File: config.mk
export PLATFORM = sky130hd
export DESIGN_NAME = chunked_seq_adder
export DESIGN_NICKNAME = d
export VERILOG_FILES = /design/src/rtl/chunked_seq_adder.sv
export SDC_FILE = /design/constraint.sdc
export NUM_CORES = 1
export LEC_CHECK = 0
export BUFFER_PORTS_ARGS = -buffer_cell sky130_fd_sc_hd__buf_4
export CORE_MARGIN = 1
export CORE_UTILIZATION = 52
export DETAILED_ROUTE_END_ITERATION = 12
export GPL_TIMING_DRIVEN = 1
export HOLD_SLACK_MARGIN = 0.08
export PLACE_DENSITY = 0.88
export SLEW_MARGIN = 20
export SYNTH_ARGS = -nofsm -noshare
export SYNTH_HDL_FRONTEND = slang
export SYNTH_SLANG_ARGS = --single-unit
export TNS_END_PERCENT = 50
File: constraint.sdc
create_clock -name clk -period 1.6 [get_ports clk]
set_input_delay 0 -clock clk [delete_from_list [all_inputs] [get_ports clk]]
set_output_delay 0 -clock clk [all_outputs]
set_load 0.01 [all_outputs]
File: src/rtl/chunked_seq_adder.sv
`default_nettype none
// =============================================================================
// chunked_seq_adder : WIDTH-bit add/subtract computed CHUNK bits per clock,
//                     with valid/ready handshakes on operands and result.
// Revision 1.0
// =============================================================================
module chunked_seq_adder #(
  parameter int WIDTH = 9,
  parameter int CHUNK = 3
) (
  input  logic             clk,
  input  logic             rst_n,
  input  logic             in_valid,
  output logic             in_ready,
  input  logic [WIDTH-1:0] A,
  input  logic [WIDTH-1:0] B,
  input  logic             Cin,
  input  logic             sub,
  output logic             out_valid,
  input  logic             out_ready,
  output logic [WIDTH-1:0] Sum,
  output logic             Carryout,
  output logic             overflow
);

  localparam int N     = WIDTH / CHUNK;
  localparam int IDX_W = (N > 1) ? $clog2(N) : 1;

  typedef enum logic [1:0] {
    IDLE = 2'd0,
    RUN  = 2'd1,
    DONE = 2'd2
  } state_t;

  state_t             state;
  state_t             next_state;
  logic [WIDTH-1:0]   a_sh;
  logic [WIDTH-1:0]   b_sh;
  logic               carry;
  logic [IDX_W-1:0]   idx;
  logic [CHUNK:0]     chunk_total;
  logic               last;

  // Operands shift right one chunk per cycle, so the active chunk is always
  // the low CHUNK bits; on the last chunk those hold the original MSBs.
  assign chunk_total = {1'b0, a_sh[CHUNK-1:0]} + {1'b0, b_sh[CHUNK-1:0]}
                     + {{CHUNK{1'b0}}, carry};
  assign last        = (idx == IDX_W'(N - 1));

  always_comb begin
    next_state = state;
    case (state)
      IDLE:    if (in_valid)  next_state = RUN;
      RUN:     if (last)      next_state = DONE;
      DONE:    if (out_ready) next_state = IDLE;
      default: next_state = IDLE;
    endcase
  end

  // Handshake flags are registered decodes of the next state.
  always_ff @(posedge clk) begin
    if (!rst_n) begin
      state     <= IDLE;
      in_ready  <= 1'b1;
      out_valid <= 1'b0;
    end else begin
      state     <= next_state;
      in_ready  <= (next_state == IDLE);
      out_valid <= (next_state == DONE);
    end
  end

  always_ff @(posedge clk) begin
    if (!rst_n) begin
      a_sh     <= '0;
      b_sh     <= '0;
      carry    <= 1'b0;
      idx      <= '0;
      Sum      <= '0;
      Carryout <= 1'b0;
      overflow <= 1'b0;
    end else begin
      case (state)
        IDLE: begin
          if (in_valid) begin
            a_sh  <= A;
            b_sh  <= B ^ {WIDTH{sub}};
            carry <= sub | Cin;
            idx   <= '0;
          end
        end
        RUN: begin
          a_sh  <= a_sh >> CHUNK;
          b_sh  <= b_sh >> CHUNK;
          carry <= chunk_total[CHUNK];
          idx   <= idx + IDX_W'(1);
          // New chunk enters at the top; after N chunks each slice is in place.
          Sum   <= WIDTH'({chunk_total[CHUNK-1:0], Sum} >> CHUNK);
          if (last) begin
            Carryout <= chunk_total[CHUNK];
            overflow <= (a_sh[CHUNK-1] == b_sh[CHUNK-1]) &&
                        (chunk_total[CHUNK-1] != a_sh[CHUNK-1]);
          end
        end
        default: ;
      endcase
    end
  end

endmodule
`default_nettype wire

**Yosys cells after proc, flatten, opt, wreduce, memory -nomap -nowiden**

Index checks and enable logic that the tools add are counted.

- Output and inout bits: 13
- Logic and storage cells: 40
- Input port bits: 24
- Register bits after elaboration: 36

- Reduce and logical (&&, ||, !) cells: 6
- Bitwise operators: 2
- Equality and inequality tests: 7
- Muxes and demuxes: 12
- Add/subtract/negate cells: 3

Operators by type and width:

| kind | count |
|---|---|
| 9-bit case mux with 2 select lines | 2 |
| 9-bit 2-to-1 mux | 2 |
| 9-bit bitwise XOR | 1 |
| 2-bit 2-to-1 mux | 4 |
| 2-bit equality test, second input constant | 3 |
| 2-bit case mux with 3 select lines | 1 |
| 3-bit by 3-bit adder with 4-bit output | 1 |
| 4-bit by 1-bit adder with 4-bit output | 1 |
| 2-bit logical NOT | 2 |
| 2-bit case mux with 2 select lines | 1 |
| 2-bit AND reduction | 2 |
| 2-bit by 1-bit adder with 2-bit output, second input constant | 1 |
| 2-bit by 1-bit equality test with 1-bit output, second input constant | 1 |
| 2-bit != test, second input constant | 1 |
| 1-bit case mux with 2 select lines | 1 |
| 2-bit nonzero test | 1 |
| 1-bit equality test | 1 |
| 1-bit logical AND | 1 |
| 1-bit 2-to-1 mux | 1 |
| 1-bit != test | 1 |
| 1-bit bitwise OR | 1 |

**Logic depth before layout (Yosys ltp)**

Gate-level depths: netlist (run 1).

- Depth in word-level cells: 4
- Depth in mapped cells: 6
- Depth with buffers taken out: 6

**Worst setup path after synthesis (run 1)**

No wires, ideal clock.

- Kind: reg2reg
- Start: reg a_sh[0]
- End: reg Sum[7]
- Library setup time: 0.058 ns
- Data required time: 1.542 ns
- Period minus slack after synthesis: 1.437 ns
- Buffers on the path: 0
- Arrival: 1.379 ns
- Stages on the path, launching flop included: 6
- Setup slack: 0.163 ns
- Cells stage by stage: dfxtp_1 fa_1 inv_1 fa_1 nand2_1 o211a_1

- Longest elaborated chain between the ends: 2

Ends and longest elaborated chain:

| what | RTL line | RTL |
|---|---|---|
| start, declared | 37 | `logic [WIDTH-1:0] a_sh;` |
| start signal, assigned | 93 | `a_sh <= a_sh >> CHUNK;` |
| 3-bit by 3-bit adder with 4-bit output | 46 | `assign chunk_total = {1'b0, a_sh[CHUNK-1:0]} + {1'b0, b_sh[CHUNK-1:0]}` |
| 4-bit by 1-bit adder with 4-bit output | 47 | `+ {{CHUNK{1'b0}}, carry};` |
| end signal, assigned | 98 | `Sum <= WIDTH'({chunk_total[CHUNK-1:0], Sum} >> CHUNK);` |
| end, declared | 21 | `output logic [WIDTH-1:0] Sum,` |

No other way between the ends.
A chain may end at the register's enable or synchronous reset.

**Worst setup path in the final report (run 1)**

Ends and elaborated chain as after synthesis.

==> results.sh, run 1 <==
export IMPL_failed_checks="design-rule violations"
export IMPL_wl_um=3800
export IMPL_tightest_slew_ns=0.509
export IMPL_grt_first_pass_wirelength_um=6380
export IMPL_post_cts_setup_buffers=0
export IMPL_grt_start_max_net_pins=42
export IMPL_tritoncts="built"
export IMPL_maxSlewHeadroom=0.660
export IMPL_rsz0062_at_grt="false"
export IMPL_cts_htree_levels=2
export IMPL_path_buf_inv=1
export IMPL_multiInputGateArea_um2=790
export IMPL_ios=37
export IMPL_worst_setup_path_start_kind="register"
export IMPL_path_clk_slew_ns=0.11
export IMPL_end_kind="register"
export IMPL_skew_ns=0.00916
export IMPL_syn_area_um2=1590
export IMPL_slew_violations=0
export IMPL_met3_length_um=154
export IMPL_synth_fp_nets=196
export IMPL_drc_errors=3
export IMPL_wl_met2_um=1990
export IMPL_cp_slowest_cell="fa_1"
export IMPL_drive_above_1_share=0.244
export IMPL_cts_buffers=5
export IMPL_path_cells="fa_1 > inv_1 > fa_1 > nand2_1 > o211a_1"
export IMPL_p_leak_nw=0.887
export IMPL_tns_ns=0
export IMPL_peakVddDrop_uv=658
export IMPL_crit_top_cell="fa_1"
export IMPL_worstHoldEndpoint="b_sh[3]$_SDFFE_PN0P_"
export IMPL_grtUsageTotal=0.260
export IMPL_vias_per_cell=5.56
export IMPL_antenna_left=0
export IMPL_layout_commonest_cell="buf_4"
export IMPL_critPathMaxStageDelay_ns=0.44
export IMPL_fp_dieW_um=57.3
export IMPL_fin_crit_sh=0.964
export IMPL_reg2reg_to="Sum[7]$_SDFFE_PN0P_"
export IMPL_gp_congestion=0.902
export IMPL_path_max_fanout=2
export IMPL_core_um2=2830
export IMPL_vias=1423
export IMPL_drt_pass1_iter_count=9
export IMPL_syn_area_per_cell_um2=9.52
export IMPL_yosysSeqAreaShare=0.454
export IMPL_synth_cell_types=39
export IMPL_timing_hold_ws_ns=0.107
export IMPL_dr_first_iter_drc_count=40
export IMPL_root_buffer="clkbuf_4"
export IMPL_r2r_start="a_sh[0]$_SDFFE_PN0P_"
export IMPL_hold_viol=0
export IMPL_clk_latency_ns=0.35
export IMPL_cp_top_family="adder cells"
export IMPL_num_nets_final=253
export IMPL_dieArea_um2=3280
export IMPL_globalRouteOverflowTotal=0
export IMPL_min_path_cells=3
export IMPL_total_power_mw=1.85
export IMPL_hold_class="in -> reg"
export IMPL_hold_start="sub"
export IMPL_dp_hpwl_um=2400
export IMPL_cp_arrival_ns=1.85
export IMPL_top_layer_used="met4"
export IMPL_yosysWarningCount=0
export IMPL_area_growth_pct=34.6
export IMPL_num_antenna_cells=0
export IMPL_synth_cells=167
export IMPL_core_rowCount=19
export IMPL_met1_length_um=1550
export IMPL_status="finished with violations"
export IMPL_port_buffers=36
export IMPL_crit_type="reg -> reg"
export IMPL_initial_core_util=0.562
export IMPL_reg2reg_depth=5
export IMPL_synth_seq_cells=36
export IMPL_cts_path_max_buffers=2
export IMPL_crit_required_ns=1.90
export IMPL_grt_pass1_vias=1464
export IMPL_final_cell_mix="buf_4, dfxtp_1, nand2_1"
export IMPL_antenna_found_initial=0
export IMPL_setup_violations=0
export IMPL_register_area_um2=723
export IMPL_wl_per_cell_um=14.9
export IMPL_drv_cap=0
export IMPL_clock_sinks=36
export IMPL_p_per_area_nw_per_um2=865
export IMPL_r2r_setup_slack_ns=0.06
export IMPL_fillers=191
export IMPL_die_h_um=57.3
export IMPL_clock_fmax_mhz=649
export IMPL_period_needed_ns=1.54
-- per-stage QoR --
stage | util | std cells | worst slack, ns | area [µm²]
floorplan | - | 167 | 0.163 | 1590
global placement | 0.659 | 227 | 0.140 | 1860
detailed placement | 0.659 | 227 | 0.0803 | 1860
CTS | 0.755 | 256 | 0.0426 | 2140
global route | 0.756 | 256 | 0.00562 | 2140
finish | 0.756 | 256 | 0.0580 | 2140
-- worst register-to-register path, stage by stage, from the launching register on --
cell and delay (ns):
dfxtp_2 0.35, fa_1 0.44, inv_1 0.09, fa_1 0.41, nand2_1 0.07, o211a_1 0.14
-- repair_timing --
action                                  4_1_cts  5_1_grt
gates resized for setup                       0        2
endpoints found under the hold margin        31        0
hold buffers                                 21        0
endpoints found under the setup margin        0        2
-- cells in the mapped netlist --
cell type	number	area, µm²
dfxtp_1	36	721
nand2_1	22	82.6
o21ai_0	9	45.0
a21oi_1	8	40.0
xnor2_1	8	70.1
a21boi_1	7	52.6
a22oi_1	6	45.0
inv_1	6	22.5
nand3_1	6	30.0
nor2b_1	6	37.5
o221ai_1	6	52.6
o22ai_1	6	37.5
clkbuf_1	4	15.0
buf_2	3	15.0
ha_1	3	37.5
xor2_1	3	26.3
and2_1	2	12.5
buf_4	2	15.0
fa_1	2	40.0
nand2b_1	2	12.5
o21a_1	2	15.0
a211oi_1	1	7.51
a21boi_0	1	7.51
a21o_1	1	7.51
and3_1	1	6.26
and3b_1	1	8.76
buf_6	1	11.3
mux2i_1	1	10.0
nand2_2	1	6.26
nand4b_1	1	8.76
nor2_1	1	3.75
nor2b_2	1	8.76
nor3_2	1	10.0
nor3b_4	1	18.8
o211a_1	1	10.0
o21ba_2	1	10.0
o21bai_2	1	11.3
o2bb2ai_1	1	8.76
o41ai_1	1	8.76
-- metal layers --
| layer | vias up | track usage |
|---|---|---|
| li1 | 700 | - |
| met3 | 13 | 0.0816 |
| met1 | 665 | 0.283 |
| met4 | 0 | 0.139 |
| met5 | - | 0 |
| met2 | 45 | 0.452 |
-- area by class of cell --
cell class                 instances  area share
timing repair buffer              60       0.235
multi-input combinational        115       0.369
sequential                        36       0.338
clock inverter                     2     0.00468
tap                               31      0.0181
clock buffer                       6      0.0240
inverter                           6      0.0105
-- report_power, final --
group	leakage (nW)	internal, mW	switching, mW
combinational	0.554	0.184	0.158
clock	0.0380	0.209	0.305
sequential	0.296	0.953	0.0405
-- logic make-up (layout without fill, tap and decap cells) --
| logic type | after synthesis | in the layout | share of synthesized area |
|---|---|---|---|
| multiplexers | 1 | 1 | 0.00630 |
| adder cells (fa/ha/maj) | 5 | 5 | 0.0488 |
| buffers and inverters | 16 | 74 | 0.0496 |
| XOR/XNOR | 11 | 11 | 0.0606 |
| flip-flops | 36 | 36 | 0.454 |
| AO/OA/AOI/OAI | 52 | 52 | 0.226 |
| AND/OR/NAND/NOR | 46 | 46 | 0.155 |
-- sequential cells by signal, summed over array words and instances, names as in the netlist --
register,count
Carryout,1
Sum,9
a_sh,9
b_sh,9
carry,1
idx,2
in_ready,1
out_valid,1
overflow,1
state,2
-- worst max path at each step --
stage,from,endpoint,cells past startpoint
2_1_floorplan,a_sh[0]$_SDFFE_PN0P_,Sum[7]$_SDFFE_PN0P_,5
3_3_place_gp,a_sh[0]$_SDFFE_PN0P_,Sum[7]$_SDFFE_PN0P_,5
3_5_place_dp,a_sh[0]$_SDFFE_PN0P_,Sum[7]$_SDFFE_PN0P_,5
4_1_cts,a_sh[0]$_SDFFE_PN0P_,Sum[7]$_SDFFE_PN0P_,5
5_1_grt,a_sh[0]$_SDFFE_PN0P_,Sum[7]$_SDFFE_PN0P_,5
6_report,a_sh[0]$_SDFFE_PN0P_,Sum[7]$_SDFFE_PN0P_,5
(Power assumes the default switching activity.)
==> inputs of run 2 (changes only) <==
--- a/config.mk
+++ b/config.mk
@@ -5,13 +5,14 @@
 export SDC_FILE = /design/constraint.sdc
 export NUM_CORES = 1
 export LEC_CHECK = 0
-export BUFFER_PORTS_ARGS = -buffer_cell sky130_fd_sc_hd__buf_4
+export ABC_AREA = 1
 export CORE_MARGIN = 1
-export CORE_UTILIZATION = 52
+export CORE_UTILIZATION = 60
 export DETAILED_ROUTE_END_ITERATION = 12
+export DONT_BUFFER_PORTS = 1
 export GPL_TIMING_DRIVEN = 1
 export HOLD_SLACK_MARGIN = 0.08
-export PLACE_DENSITY = 0.88
+export PLACE_DENSITY = 0.86
 export SLEW_MARGIN = 20
 export SYNTH_ARGS = -nofsm -noshare
 export SYNTH_HDL_FRONTEND = slang
==> run 2 against run 1 <==
Against the previous run:
- the run now ends clean
- global-route usage increased by 2.6 points
- synthesized area increased by 8.3%
- die area decreased by 5.9%
- utilization increased by 1.4 points
- sequential share of layout area increased by 0.66 points
- final cell count increased by 22%
- synthesized cell count increased by 49%
- first-iteration DRC count increased to 2.9 times the previous value
- fmax increased by 5.9%
- largest cell class unchanged
==> results.sh, run 2 <==
export IMPL_ys_flop_type="dfxtp_1"
export IMPL_fillers=190
export IMPL_dr_first_iter_drc_count=117
export IMPL_setup_violations=0
export IMPL_hold_class="in -> reg"
export IMPL_tritoncts="built"
export IMPL_synthDominantCellAreaShare=0.419
export IMPL_synth_top_area_cell="dfxtp_1"
export IMPL_instances_no_fill=312
export IMPL_r2r_start="a_sh[0]$_SDFFE_PN0P_"
export IMPL_cp_arrival_ns=1.69
export IMPL_core_um2=2730
export IMPL_area_growth_pct=22.2
export IMPL_root_buffer="clkbuf_4"
export IMPL_dp_hpwl_um=2290
export IMPL_syn_area_um2=1720
export IMPL_reg2reg_to="overflow$_SDFFE_PN0P_"
export IMPL_synth_most_common_cell="nand2_1"
export IMPL_cts_htree_levels=2
export IMPL_status="finished clean"
export IMPL_antenna_left=0
export IMPL_yosysWarningCount=0
export IMPL_cts_buffers=5
export IMPL_crit_type="in -> reg"
export IMPL_drt_pass1_iter_count=5
export IMPL_register_area_um2=726
export IMPL_vias_per_cell=5.29
export IMPL_drc_errors=0
export IMPL_wl_per_cell_um=12.6
export IMPL_synth_edf_count=0
export IMPL_path_clk_slew_ns=0.09
export IMPL_timing_hold_ws_ns=0.366
export IMPL_dieArea_um2=3090
export IMPL_pre_cts_ws_ns=0.134
export IMPL_initial_core_util=0.630
export IMPL_worstHoldEndpoint="a_sh[8]$_SDFFE_PN0P_"
export IMPL_port_buffers=0
export IMPL_hold_viol=0
export IMPL_tns_ns=0
export IMPL_drv_cap=0
export IMPL_vias=1651
export IMPL_cp_slowest_cell="dlygate4sd3_1"
export IMPL_ios=37
export IMPL_multiInputGateArea_um2=840
export IMPL_drive_above_1_share=0.0890
export IMPL_grt_first_pass_wirelength_um=6930
export IMPL_yosysSeqAreaShare=0.419
export IMPL_fin_crit_sh=0.910
export IMPL_skew_ns=0.00552
export IMPL_path_buf_inv=4
export IMPL_crit_top_cell="nand2_1"
export IMPL_clock_sinks=36
export IMPL_reg2reg_depth=8
export IMPL_wl_um=3940
export IMPL_gp_congestion=0.796
export IMPL_die_h_um=55.6
export IMPL_fin_ws_ns=0.143
export IMPL_cp_top_family="buffers and inverters"
export IMPL_ys_top_cells_by_area="dfxtp_1, nand2_1, nor2_1"
export IMPL_hold_start="A[8]"
export IMPL_r2r_setup_slack_ns=0.15
export IMPL_min_path_cells=3
export IMPL_globalRouteOverflowTotal=0
export IMPL_p_leak_nw=0.971
export IMPL_cp_depth=9
export IMPL_rsz0062_at_grt="false"
export IMPL_num_nets_final=312
export IMPL_period_needed_ns=1.46
export IMPL_num_antenna_cells=0
export IMPL_peakVddDrop_uv=774
export IMPL_p_per_area_nw_per_um2=829
export IMPL_fp_dieW_um=55.6
export IMPL_core_rowCount=19
export IMPL_slew_violations=0
export IMPL_synth_cell_types=24
export IMPL_syn_area_per_cell_um2=6.91
export IMPL_path_max_fanout=7
export IMPL_layout_commonest_cell="nand2_1"
export IMPL_synth_fp_nets=278
export IMPL_dpl_cell_count=275
export IMPL_antenna_found_initial=0
export IMPL_maxSlewHeadroom=0.569
export IMPL_grt_start_max_net_pins=25
export IMPL_worst_setup_path_start_kind="input port"
export IMPL_async_reset_ff_frac=0
export IMPL_grt_pass1_vias=1617
export IMPL_synth_cells=249
export IMPL_crit_required_ns=1.83
export IMPL_path_cells="dlygate4sd3_1 > inv_2 > nand2_1 > nand2_1 > dlygate4sd3_1 > nand2_1 > nand3_1 > nand2_1 > inv_1"
export IMPL_grtUsageTotal=0.286
export IMPL_synth_seq_cells=36
export IMPL_final_cell_mix="nand2_1, nor2_1, dfxtp_1"
export IMPL_clock_fmax_mhz=686
export IMPL_final_util=0.770
export IMPL_tightest_slew_ns=0.645
export IMPL_clk_latency_ns=0.33
export IMPL_cts_path_max_buffers=2
export IMPL_critPathMaxStageDelay_ns=0.66
export IMPL_top_regs="Sum x9, a_sh x9, b_sh x9"
export IMPL_synth_commonest_cells="nand2_1, nor2_1, dfxtp_1, nand3_1, inv_1"
export IMPL_end_kind="register"
run 2: layout make-up:
| cell class | instances | share of cell area |
|---|---|---|
| Clock buffer | 5 | 0.0178 |
| Inverter | 25 | 0.0464 |
| Multi-Input combinational cell | 178 | 0.399 |
| Sequential cell | 36 | 0.345 |
| Tap cell | 31 | 0.0184 |
| Timing Repair Buffer | 37 | 0.174 |
run 2: worst max path at each step:
| stage | from | endpoint | slack [ns] |
|---|---|---|---|
| 6_report | sub | b_sh[1]$_SDFFE_PN0P_ | 0.14 |
| 5_1_grt | a_sh[0]$_SDFFE_PN0P_ | overflow$_SDFFE_PN0P_ | 0.02 |
| 3_5_place_dp | b_sh[0]$_SDFFE_PN0P_ | overflow$_SDFFE_PN0P_ | 0.13 |
| 2_1_floorplan | a_sh[0]$_SDFFE_PN0P_ | overflow$_SDFFE_PN0P_ | 0.22 |
| 3_3_place_gp | a_sh[0]$_SDFFE_PN0P_ | overflow$_SDFFE_PN0P_ | 0.18 |
| 4_1_cts | rst_n | overflow$_SDFFE_PN0P_ | 0.01 |
run 2: kinds of logic after synthesis:
| family | after synthesis | synth area share |
|---|---|---|
| AO/OA/AOI/OAI | 24 | 0.0698 |
| XOR/XNOR | 5 | 0.0254 |
| adder cells (fa/ha/maj) | 5 | 0.0451 |
| buffers and inverters | 35 | 0.0937 |
| flip-flops | 36 | 0.419 |
| AND/OR/NAND/NOR | 144 | 0.347 |
run 2: worst min-delay path: stages:
cell           delay [ns]
dlygate4sd3_1        0.53
nand2_1              0.06
a21oi_1              0.05
run 2: layer usage:
layer  GRT usage  part of all wire  vias up
met5           0                 0        -
met4      0.0786             0.027        0
met1       0.340              0.41      727
met3      0.0796             0.060       15
met2       0.504              0.50       69
li1            -                 -      840
run 2: what timing repair did:
item                                    CTS  global route
resized for setup                         0             6
setup buffers                             0             2
endpoints found under the hold margin    34             1
endpoints found under the setup margin    0            21
hold buffers                             30             1
run 2: metrics by stage:
stage / total power [mW] / instance area (µm²)
after floorplan: 1.22 / 1720
after global placement: 1.25 / 1740
after detailed placement: 1.26 / 1740
after CTS: 1.74 / 2080
after global routing: 1.86 / 2100
final: 1.75 / 2100
run 2: power breakdown:
| group | total, mW | switching (mW) | internal (mW) |
|---|---|---|---|
| logic | 0.332 | 0.178 | 0.154 |
| clock network | 0.409 | 0.262 | 0.147 |
| registers | 1.00 | 0.0493 | 0.955 |
